[src/rtl/orientation_histogram_if.sv]
// orientation_histogram_if: keypoint start, orientation-stage request/response and histogram result signals
interface orientation_histogram_if #(
  parameter int WIDTH = 64,
  parameter int HEIGHT = 64,
  parameter int WINDOW = 4
);
  localparam int XW = $clog2(WIDTH);
  localparam int YW = $clog2(HEIGHT);
  localparam int CW = $clog2(WINDOW * WINDOW + 1);
  logic [XW-1:0] keypoint_x;
  logic [YW-1:0] keypoint_y;
  logic keypoint_valid;
  logic busy;
  logic [XW-1:0] center_addr_x;
  logic [YW-1:0] center_addr_y;
  logic orient_valid_in;
  logic orient_valid_out;
  logic [2:0] bin_in;
  logic [8*CW-1:0] hist_out;
  logic [2:0] dominant_bin;
  logic [CW-1:0] dominant_count;
  logic hist_valid;
  modport slave (
    input keypoint_x, keypoint_y, keypoint_valid, orient_valid_out, bin_in,
    output busy, center_addr_x, center_addr_y, orient_valid_in, hist_out, dominant_bin, dominant_count, hist_valid
  );
  modport master (
    output keypoint_x, keypoint_y, keypoint_valid, orient_valid_out, bin_in,
    input busy, center_addr_x, center_addr_y, orient_valid_in, hist_out, dominant_bin, dominant_count, hist_valid
  );
endinterface

[src/rtl/orientation_histogram.sv]
// orientation_histogram: bins orientations of a WINDOWxWINDOW patch around a keypoint and finds the dominant bin
module orientation_histogram #(
  parameter int WIDTH = 64,
  parameter int HEIGHT = 64,
  parameter int WINDOW = 4
) (
  input logic clk_in,
  input logic rst_n_in,
  orientation_histogram_if.slave bus
);
  localparam int XW = $clog2(WIDTH);
  localparam int YW = $clog2(HEIGHT);
  localparam int RW = $clog2(WINDOW);
  localparam int CW = $clog2(WINDOW * WINDOW + 1);
  typedef enum logic [2:0] {IDLE, ISSUE, WAIT, ARGMAX, DONE} state_t;
  state_t state, state_nx;
  logic [XW-1:0] kx, addr_x;
  logic [YW-1:0] ky, addr_y;
  logic [RW-1:0] col, row;
  logic [2:0] idx, best_bin;
  logic [CW-1:0] best_cnt;
  logic [CW-1:0] hist [8];
  logic [XW:0] px;
  logic [YW:0] py;
  logic inb, last_col, last, step;
  assign px = (XW+1)'(kx) - (XW+1)'(WINDOW / 2) + (XW+1)'(col);
  assign py = (YW+1)'(ky) - (YW+1)'(WINDOW / 2) + (YW+1)'(row);
  assign inb = !px[XW] && px < (XW+1)'(WIDTH) && !py[YW] && py < (YW+1)'(HEIGHT);
  assign last_col = col == RW'(WINDOW - 1);
  assign last = last_col && row == RW'(WINDOW - 1);
  assign step = (state == ISSUE && !inb) || (state == WAIT && bus.orient_valid_out);
  assign bus.dominant_bin = best_bin;
  assign bus.dominant_count = best_cnt;
  always_ff @(posedge clk_in) begin
    state <= !rst_n_in ? IDLE : state_nx;
  end
  always_comb begin
    state_nx = state;
    bus.busy = state != IDLE;
    bus.orient_valid_in = state == ISSUE && inb;
    bus.hist_valid = state == DONE;
    bus.center_addr_x = state == ISSUE ? px[XW-1:0] : addr_x;
    bus.center_addr_y = state == ISSUE ? py[YW-1:0] : addr_y;
    case (state)
      IDLE: state_nx = bus.keypoint_valid ? ISSUE : IDLE;
      ISSUE: state_nx = inb ? WAIT : (last ? ARGMAX : ISSUE);
      WAIT: state_nx = bus.orient_valid_out ? (last ? ARGMAX : ISSUE) : WAIT;
      ARGMAX: state_nx = idx == 3'd7 ? DONE : ARGMAX;
      default: state_nx = IDLE;
    endcase
  end
  always_comb begin
    bus.hist_out = '0;
    for (int k = 0; k < 8; k++) bus.hist_out[k*CW +: CW] = hist[k];
  end
  always_ff @(posedge clk_in) begin
    if (!rst_n_in) begin
      kx <= '0;
      ky <= '0;
      addr_x <= '0;
      addr_y <= '0;
      col <= '0;
      row <= '0;
      idx <= '0;
      best_bin <= '0;
      best_cnt <= '0;
      for (int k = 0; k < 8; k++) hist[k] <= '0;
    end else begin
      if (state == IDLE && bus.keypoint_valid) begin
        kx <= bus.keypoint_x;
        ky <= bus.keypoint_y;
        col <= '0;
        row <= '0;
        idx <= '0;
        best_bin <= '0;
        best_cnt <= '0;
        for (int k = 0; k < 8; k++) hist[k] <= '0;
      end
      if (state == ISSUE && inb) begin
        addr_x <= px[XW-1:0];
        addr_y <= py[YW-1:0];
      end
      if (state == WAIT && bus.orient_valid_out) hist[bus.bin_in] <= hist[bus.bin_in] + CW'(1);
      if (step) begin
        col <= last_col ? '0 : col + RW'(1);
        row <= last_col ? (last ? '0 : row + RW'(1)) : row;
      end
      if (state == ARGMAX) begin
        idx <= idx + 3'd1;
        if (hist[idx] > best_cnt) begin
          best_cnt <= hist[idx];
          best_bin <= idx;
        end
      end
    end
  end
endmodule

[src/flat_wrapper.sv]
// flat-port wrapper written by rule: the top's interface ports become plain ports
module orientation_histogram_flat 
#(
  parameter int WIDTH = 64,
  parameter int HEIGHT = 64,
  parameter int WINDOW = 4
)
  (clk_in, rst_n_in, bus_keypoint_x, bus_keypoint_y, bus_keypoint_valid, bus_orient_valid_out, bus_bin_in, bus_busy, bus_center_addr_x, bus_center_addr_y, bus_orient_valid_in, bus_hist_out, bus_dominant_bin, bus_dominant_count, bus_hist_valid);
  orientation_histogram_if #(.WIDTH(WIDTH), .HEIGHT(HEIGHT), .WINDOW(WINDOW)) bus_i ();
  input logic clk_in;
  input logic rst_n_in;
  input wire logic [$bits(bus_i.keypoint_x)-1:0] bus_keypoint_x;
  input wire logic [$bits(bus_i.keypoint_y)-1:0] bus_keypoint_y;
  input wire logic [$bits(bus_i.keypoint_valid)-1:0] bus_keypoint_valid;
  input wire logic [$bits(bus_i.orient_valid_out)-1:0] bus_orient_valid_out;
  input wire logic [$bits(bus_i.bin_in)-1:0] bus_bin_in;
  output wire logic [$bits(bus_i.busy)-1:0] bus_busy;
  output wire logic [$bits(bus_i.center_addr_x)-1:0] bus_center_addr_x;
  output wire logic [$bits(bus_i.center_addr_y)-1:0] bus_center_addr_y;
  output wire logic [$bits(bus_i.orient_valid_in)-1:0] bus_orient_valid_in;
  output wire logic [$bits(bus_i.hist_out)-1:0] bus_hist_out;
  output wire logic [$bits(bus_i.dominant_bin)-1:0] bus_dominant_bin;
  output wire logic [$bits(bus_i.dominant_count)-1:0] bus_dominant_count;
  output wire logic [$bits(bus_i.hist_valid)-1:0] bus_hist_valid;
  assign bus_i.keypoint_x = bus_keypoint_x;
  assign bus_i.keypoint_y = bus_keypoint_y;
  assign bus_i.keypoint_valid = bus_keypoint_valid;
  assign bus_i.orient_valid_out = bus_orient_valid_out;
  assign bus_i.bin_in = bus_bin_in;
  assign bus_busy = bus_i.busy;
  assign bus_center_addr_x = bus_i.center_addr_x;
  assign bus_center_addr_y = bus_i.center_addr_y;
  assign bus_orient_valid_in = bus_i.orient_valid_in;
  assign bus_hist_out = bus_i.hist_out;
  assign bus_dominant_bin = bus_i.dominant_bin;
  assign bus_dominant_count = bus_i.dominant_count;
  assign bus_hist_valid = bus_i.hist_valid;
  orientation_histogram #(.WIDTH(WIDTH), .HEIGHT(HEIGHT), .WINDOW(WINDOW)) u_core (.clk_in(clk_in), .rst_n_in(rst_n_in), .bus(bus_i));
endmodule
[config.mk]
export PLATFORM = sky130hd
export DESIGN_NAME = orientation_histogram_flat
export DESIGN_NICKNAME = d
export VERILOG_FILES = /design/src/rtl/orientation_histogram_if.sv /design/src/rtl/orientation_histogram.sv /design/src/flat_wrapper.sv
export SDC_FILE = /design/constraint.sdc
export NUM_CORES = 1
export LEC_CHECK = 0
export ABC_AREA = 1
export BUFFER_PORTS_ARGS = -buffer_cell sky130_fd_sc_hd__buf_2
export CORE_UTILIZATION = 40
export CTS_BUF_LIST = sky130_fd_sc_hd__clkbuf_8
export DETAILED_ROUTE_END_ITERATION = 10
export GPL_ROUTABILITY_DRIVEN = 0
export PLACE_DENSITY = 0.58
export SETUP_SLACK_MARGIN = 0.4
export SLEW_MARGIN = 5
export SYNTH_ARGS = -nofsm -noshare
export SYNTH_HDL_FRONTEND = slang
export SYNTH_SLANG_ARGS = --single-unit
[constraint.sdc]
create_clock -name clk_in -period 3.1 [get_ports clk_in]
set_input_delay 0.31 -clock clk_in [delete_from_list [all_inputs] [get_ports clk_in]]
set_output_delay 0.31 -clock clk_in [all_outputs]
set_load 0.1 [all_outputs]
# Yosys cells after proc, flatten, opt, wreduce, memory -nomap -nowiden
# Memories as Yosys holds them, arrays and structs flattened. A register that Yosys moved wholly into a read port is not among the register bits.
# Cells that the tools add are included.
# totals
latchBits	0
out_inout_bits	63
mem_count	1
romBits	0
inputBits	19
ff_bits	42
ramBits	40
elab_cells	98
# op_classes
mul	0
n_mux	42
bitwise	8
magnitude_cmp	3
shifts	0
n_addsub	8
eq_ne	8
n_reduce_logical	18
div_mod_pow	0
# mem_list
memory	words	word_bits	rd	rd_clocked_by_memory_dff	wr	line_no	rtl
u_core.hist	8	5	10	1	8	orientation_histogram.sv:22	logic [CW-1:0] hist [8];
# ops
cell	count
5-bit 2-to-1 mux	12
3-bit 2-to-1 mux	11
7-bit by 2-bit adder with 7-bit output	2
7-bit < comparator, second input constant	2
2-bit 2-to-1 mux	7
6-bit by 2-bit subtractor with 7-bit output, second input constant	2
6-bit 2-to-1 mux	2
3-bit case mux with 4 select lines	1
1-bit 2-to-1 mux	9
1-bit logical AND	8
1-bit OR	8
3-bit by 2-bit equality test with 1-bit output, second input constant	2
3-bit equality test, second input constant	2
5-bit by 1-bit adder with 5-bit output, second input constant	1
5-bit > comparator	1
5-bit OR reduction	1
2-bit by 1-bit adder with 2-bit output, second input constant	2
2-bit equality test, second input constant	2
2-bit nonzero test	2
3-bit by 1-bit adder with 3-bit output, second input constant	1
3-bit by 1-bit equality test with 1-bit output, second input constant	1
1-bit logical NOT	3
3-bit logical NOT	1
3-bit nonzero test	1
3 further kinds	3

# Depth between registers and ports, before layout
# logic_depth
ltp_word	11
depth_mapped	18
mapped_depth_nobuf	18

# Worst setup path after synthesis
# OpenSTA, ideal clock, no wires.
# synth_timing
kind	flip-flop to output port
start	reg u_core.col[1]
end	out bus_center_addr_x[5]
slack_ps	-999
n_path_buf	0
path_stages_with_launch	11
required_time_ps	2790
arrival_time_ps	3789
cell_sequence	dfxtp_1 > inv_1 > ha_1 > inv_1 > ha_1 > inv_1 > fa_1 > o21ai_0 > xor2_1 > inv_1 > o21ai_0
# synth_via
elab_chain_len	2
# synth_lines
item	line_no	rtl
from (decl)	orientation_histogram.sv:19	logic [RW-1:0] col, row;
from (signal assigned)	orientation_histogram.sv:85	col <= last_col ? '0 : col + RW'(1);
7-bit by 2-bit adder with 7-bit output	orientation_histogram.sv:26	assign px = (XW+1)'(kx) - (XW+1)'(WINDOW / 2) + (XW+1)'(col);
6-bit 2-to-1 mux	orientation_histogram.sv:42	bus.center_addr_x = state == ISSUE ? px[XW-1:0] : addr_x;
to (decl)	flat_wrapper.sv:18	output wire logic [$bits(bus_i.center_addr_x)-1:0] bus_center_addr_x;
# Every way passes these cells.

# Final worst setup path
# layout_timing
start	reg u_core.kx[1]
end	out bus_center_addr_x[5]
# layout_via
elab_chain_len	3
# layout_lines
item	line_no	rtl
from (decl)	orientation_histogram.sv:17	logic [XW-1:0] kx, addr_x;
from (signal assigned)	orientation_histogram.sv:70	kx <= bus.keypoint_x;
6-bit by 2-bit subtractor with 7-bit output	orientation_histogram.sv:26	
7-bit by 2-bit adder with 7-bit output	orientation_histogram.sv:26	
6-bit 2-to-1 mux	orientation_histogram.sv:42	
# Every way passes these cells.

==> run summary <==
Final Non-Filler Cells -> 822
Layout fillers -> 1135
worst-margin pin slew -> 608 ps
flops & latches, synth -> 85
later-pin clock latency in the skew report -> 380 ps
# setup viols final -> 0
Fmax -> 372 MHz
end of the worst register-to-register path -> u_core.bus.dominant_count[0]$_SDFF_PN0_
nets@finish -> 719
Post-synth ARST share -> 0
CTS tree -> done
first-pass GRT wire length -> 20.2 mm
Clock Skews -> 8.70 ps
reg2reg setup slack -> 480 ps
critical setup path kind -> reg -> out
CP max stage delay -> 380 ps
io pins -> 82
Final ANT Viol Nets -> 0
vias -> 4263
port buffer count -> 81
H-Tree Depth -> 3
worst hold endpoint -> u_core.ky[0]$_SDFFE_PN0P_
Synth Flop Type -> dfxtp_1
Tcrit/Tclk final -> 0.868
startpoint types -> flip-flop
area leader, netlist -> edfxtp_1
Die Y -> 111 µm
FP Rows -> 39
synth cell count leaders -> nand2_1, inv_1, o21ai_0, nor2_1, a21oi_1
Synth Area per Inst -> 8.07 µm²
VDD IR max -> 0.336 mV
hold buffers post-CTS -> 0
crit path DAT -> 2380 ps
initial antenna violation count -> 0
CP required -> 2790 ps
diodes inserted -> 0
largest cells by area after synthesis -> edfxtp_1, dfxtp_1, o21ai_0, nand2_1, a21oi_1
relative slew slack -> 0.593
synth warn -> 0
root buffer cell -> clkbuf_8
Fin Setup TNS -> 0 ps
count leader, synth -> nand2_1
CTS buffer count -> 9
RSZ-0062 raised after global routing -> yes
Synth Net Count -> 629
Syn Inst Count -> 584
ratio of cells with drive above 1 in the final layout -> 0.249
Die W -> 111 µm
gr usage total -> 0.210
wire per inst -> 15.5 µm
Worst Hold Class -> in -> reg
share of the synthesized area in the top cell type -> 0.255
post-synthesis sequential area ratio -> 0.446
Cell Area, Synth -> 4710 µm²
DR iter-0 viols -> 312
die area -> 12200 µm²
slowest CP cell -> fa_2
grt total ovfl -> 0
hpwl dp -> 9.30 mm
Max Slew Vio Count -> 0
Max Buffers Root-to-Sink -> 2
total core area -> 11500 µm²
pwr/cell area -> 647 nW/µm²
status -> complete, no violations
# clock sinks -> 85
post-layout min period -> 2690 ps
critical path capture point type -> primary output
Worst Reg-to-Reg Cells -> 13
Pre-Repair DR Iteration Count -> 5
pin count of the biggest net entering global routing -> 36
Synth cell types -> 41
final hold violations -> 0
Remaining DRCs -> 0
clk slew on worst S/H paths -> 80 ps
Inst Count DP -> 796
Layout area overhead -> 21.0%
worst-path maximum fanout -> 2
EDFF count, synth -> 40
vias in the first global route -> 4062
Post-Route WL -> 12.7 mm
initial core utilization -> 0.411
Hold Path Origin -> bus_keypoint_y[0]
Via-to-Cell Ratio -> 5.19
WHS Path Cells -> 3
max cap viols -> 0
P_leak -> 0.00251 µW
crit-path cells -> inv_2, ha_4, inv_1, ha_2, inv_2, fa_2, o21ai_2, xor2_1, inv_1, o21ai_2, buf_12
[final cells by class]
| class | instances | area (µm²) | area share |
|---|---|---|---|
| Clock inverter | 7 | 82.6 | 0.0145 |
| Clock buffer | 9 | 124 | 0.0217 |
| Multi-Input combinational cell | 389 | 2280 | 0.400 |
| Timing Repair inverter | 1 | 7.51 | 0.00132 |
| Sequential cell | 85 | 2110 | 0.370 |
| Tap cell | 143 | 179 | 0.0314 |
| Timing Repair Buffer | 96 | 564 | 0.0990 |
| Inverter | 92 | 354 | 0.0621 |
[worst max-delay path by stage]
stage | depth (start not counted) | to | start | slack (ps)
finish | 11 | bus_center_addr_x[5] | u_core.kx[1]$_SDFFE_PN0P_ | 410
global placement | 11 | bus_center_addr_y[5] | u_core.row[1]$_SDFFE_PN0P_ | 450
floorplan | 4 | bus_center_addr_x[0] | u_core.state[0]$_SDFF_PN0_ | 9
global route | 11 | bus_center_addr_x[5] | u_core.kx[1]$_SDFFE_PN0P_ | 270
detailed placement | 11 | bus_center_addr_x[5] | u_core.col[1]$_SDFFE_PN0P_ | 440
CTS | 11 | bus_center_addr_x[5] | u_core.col[1]$_SDFFE_PN0P_ | 310
[routing by layer]
| layer | wire (µm) | vias to the layer above | track usage |
|---|---|---|---|
| met4 | 251 | 0 | 0.0862 |
| met5 | 0 | - | 0 |
| met2 | 5610 | 144 | 0.323 |
| met3 | 758 | 18 | 0.0406 |
| met1 | 6090 | 1974 | 0.289 |
| li1 | - | 2127 | - |
[cells by family (layout without fill, tap and decap cells)]
| family | after synthesis | in the layout | share of synthesized area |
|---|---|---|---|
| buffers and inverters | 110 | 205 | 0.0905 |
| flip-flops | 85 | 85 | 0.446 |
| AND/OR/NAND/NOR | 200 | 200 | 0.191 |
| AO/OA/AOI/OAI | 155 | 155 | 0.180 |
| XOR/XNOR | 8 | 8 | 0.0204 |
| adder cells (fa/ha/maj) | 26 | 26 | 0.0722 |
[flip-flops by register name, summed over array words and instances, names as in the netlist, named ones only]
| name | flops |
|---|---|
| u_core.addr_x | 6 |
| u_core.ky | 6 |
| u_core.addr_y | 6 |
| u_core.col | 2 |
| u_core.idx | 3 |
| u_core.state | 3 |
| u_core.bus.dominant_count | 5 |
| u_core.row | 2 |
| u_core.kx | 6 |
| u_core.hist | 40 |
| u_core.bus.dominant_bin | 3 |
[worst max-delay path, delay by kind of cell, from the launching register on]
| kind | cells | cell delay (ps) |
|---|---|---|
| XOR/XNOR | 1 | 150 |
| flip-flops | 1 | 330 |
| adder cells (fa/ha/maj) | 3 | 800 |
| AO/OA/AOI/OAI | 2 | 320 |
| buffers and inverters | 5 | 420 |
[through the flow]
stage	cell area [µm²]	setup slack, ps	hold slack [ps]	power [µW]	util
final	5700	409	192	3690	0.497
after global placement	5310	453	433	2750	0.463
after global routing	5700	267	203	3860	0.497
after detailed placement	5310	435	441	2760	0.463
after floorplan	4750	8.99	425	2500	-
after CTS	5610	306	176	3670	0.489
[where the power goes]
part / switching, µW / total (µW) / internal, µW
registers: 69.7 / 1340 / 1270
clock network: 411 / 854 / 443
logic: 1150 / 1500 / 346
[placed cells by master (no fill, tap or decap), drive strengths merged]
cell type | Yosys | routed
a211oi | 1 | 1
a21oi | 66 | 66
a221oi | 1 | 1
a22oi | 1 | 1
a31oi | 5 | 5
a41oi | 1 | 1
buf | 5 | 95
bufinv | 0 | 2
clkbuf | 13 | 10
clkinv | 1 | 3
clkinvlp | 0 | 3
dfxtp | 45 | 45
edfxtp | 40 | 40
fa | 2 | 2
ha | 24 | 24
inv | 91 | 92
nand2 | 92 | 92
nand3 | 22 | 22
nand3b | 1 | 1
nand4 | 8 | 8
nor2 | 72 | 72
nor3 | 4 | 4
o211ai | 1 | 1
o21ai | 70 | 70
o22ai | 7 | 7
o2bb2ai | 2 | 2
or2 | 1 | 1
xnor2 | 4 | 4
xor2 | 4 | 4
[timing repair]
item	4_1_cts	5_1_grt
setup buffers	3	6
pin swaps	9	8
endpoints found under the setup margin	7	13
gates resized for setup	25	15
gates cloned	0	1
Note: power is estimated with default switching activity, not from simulation.
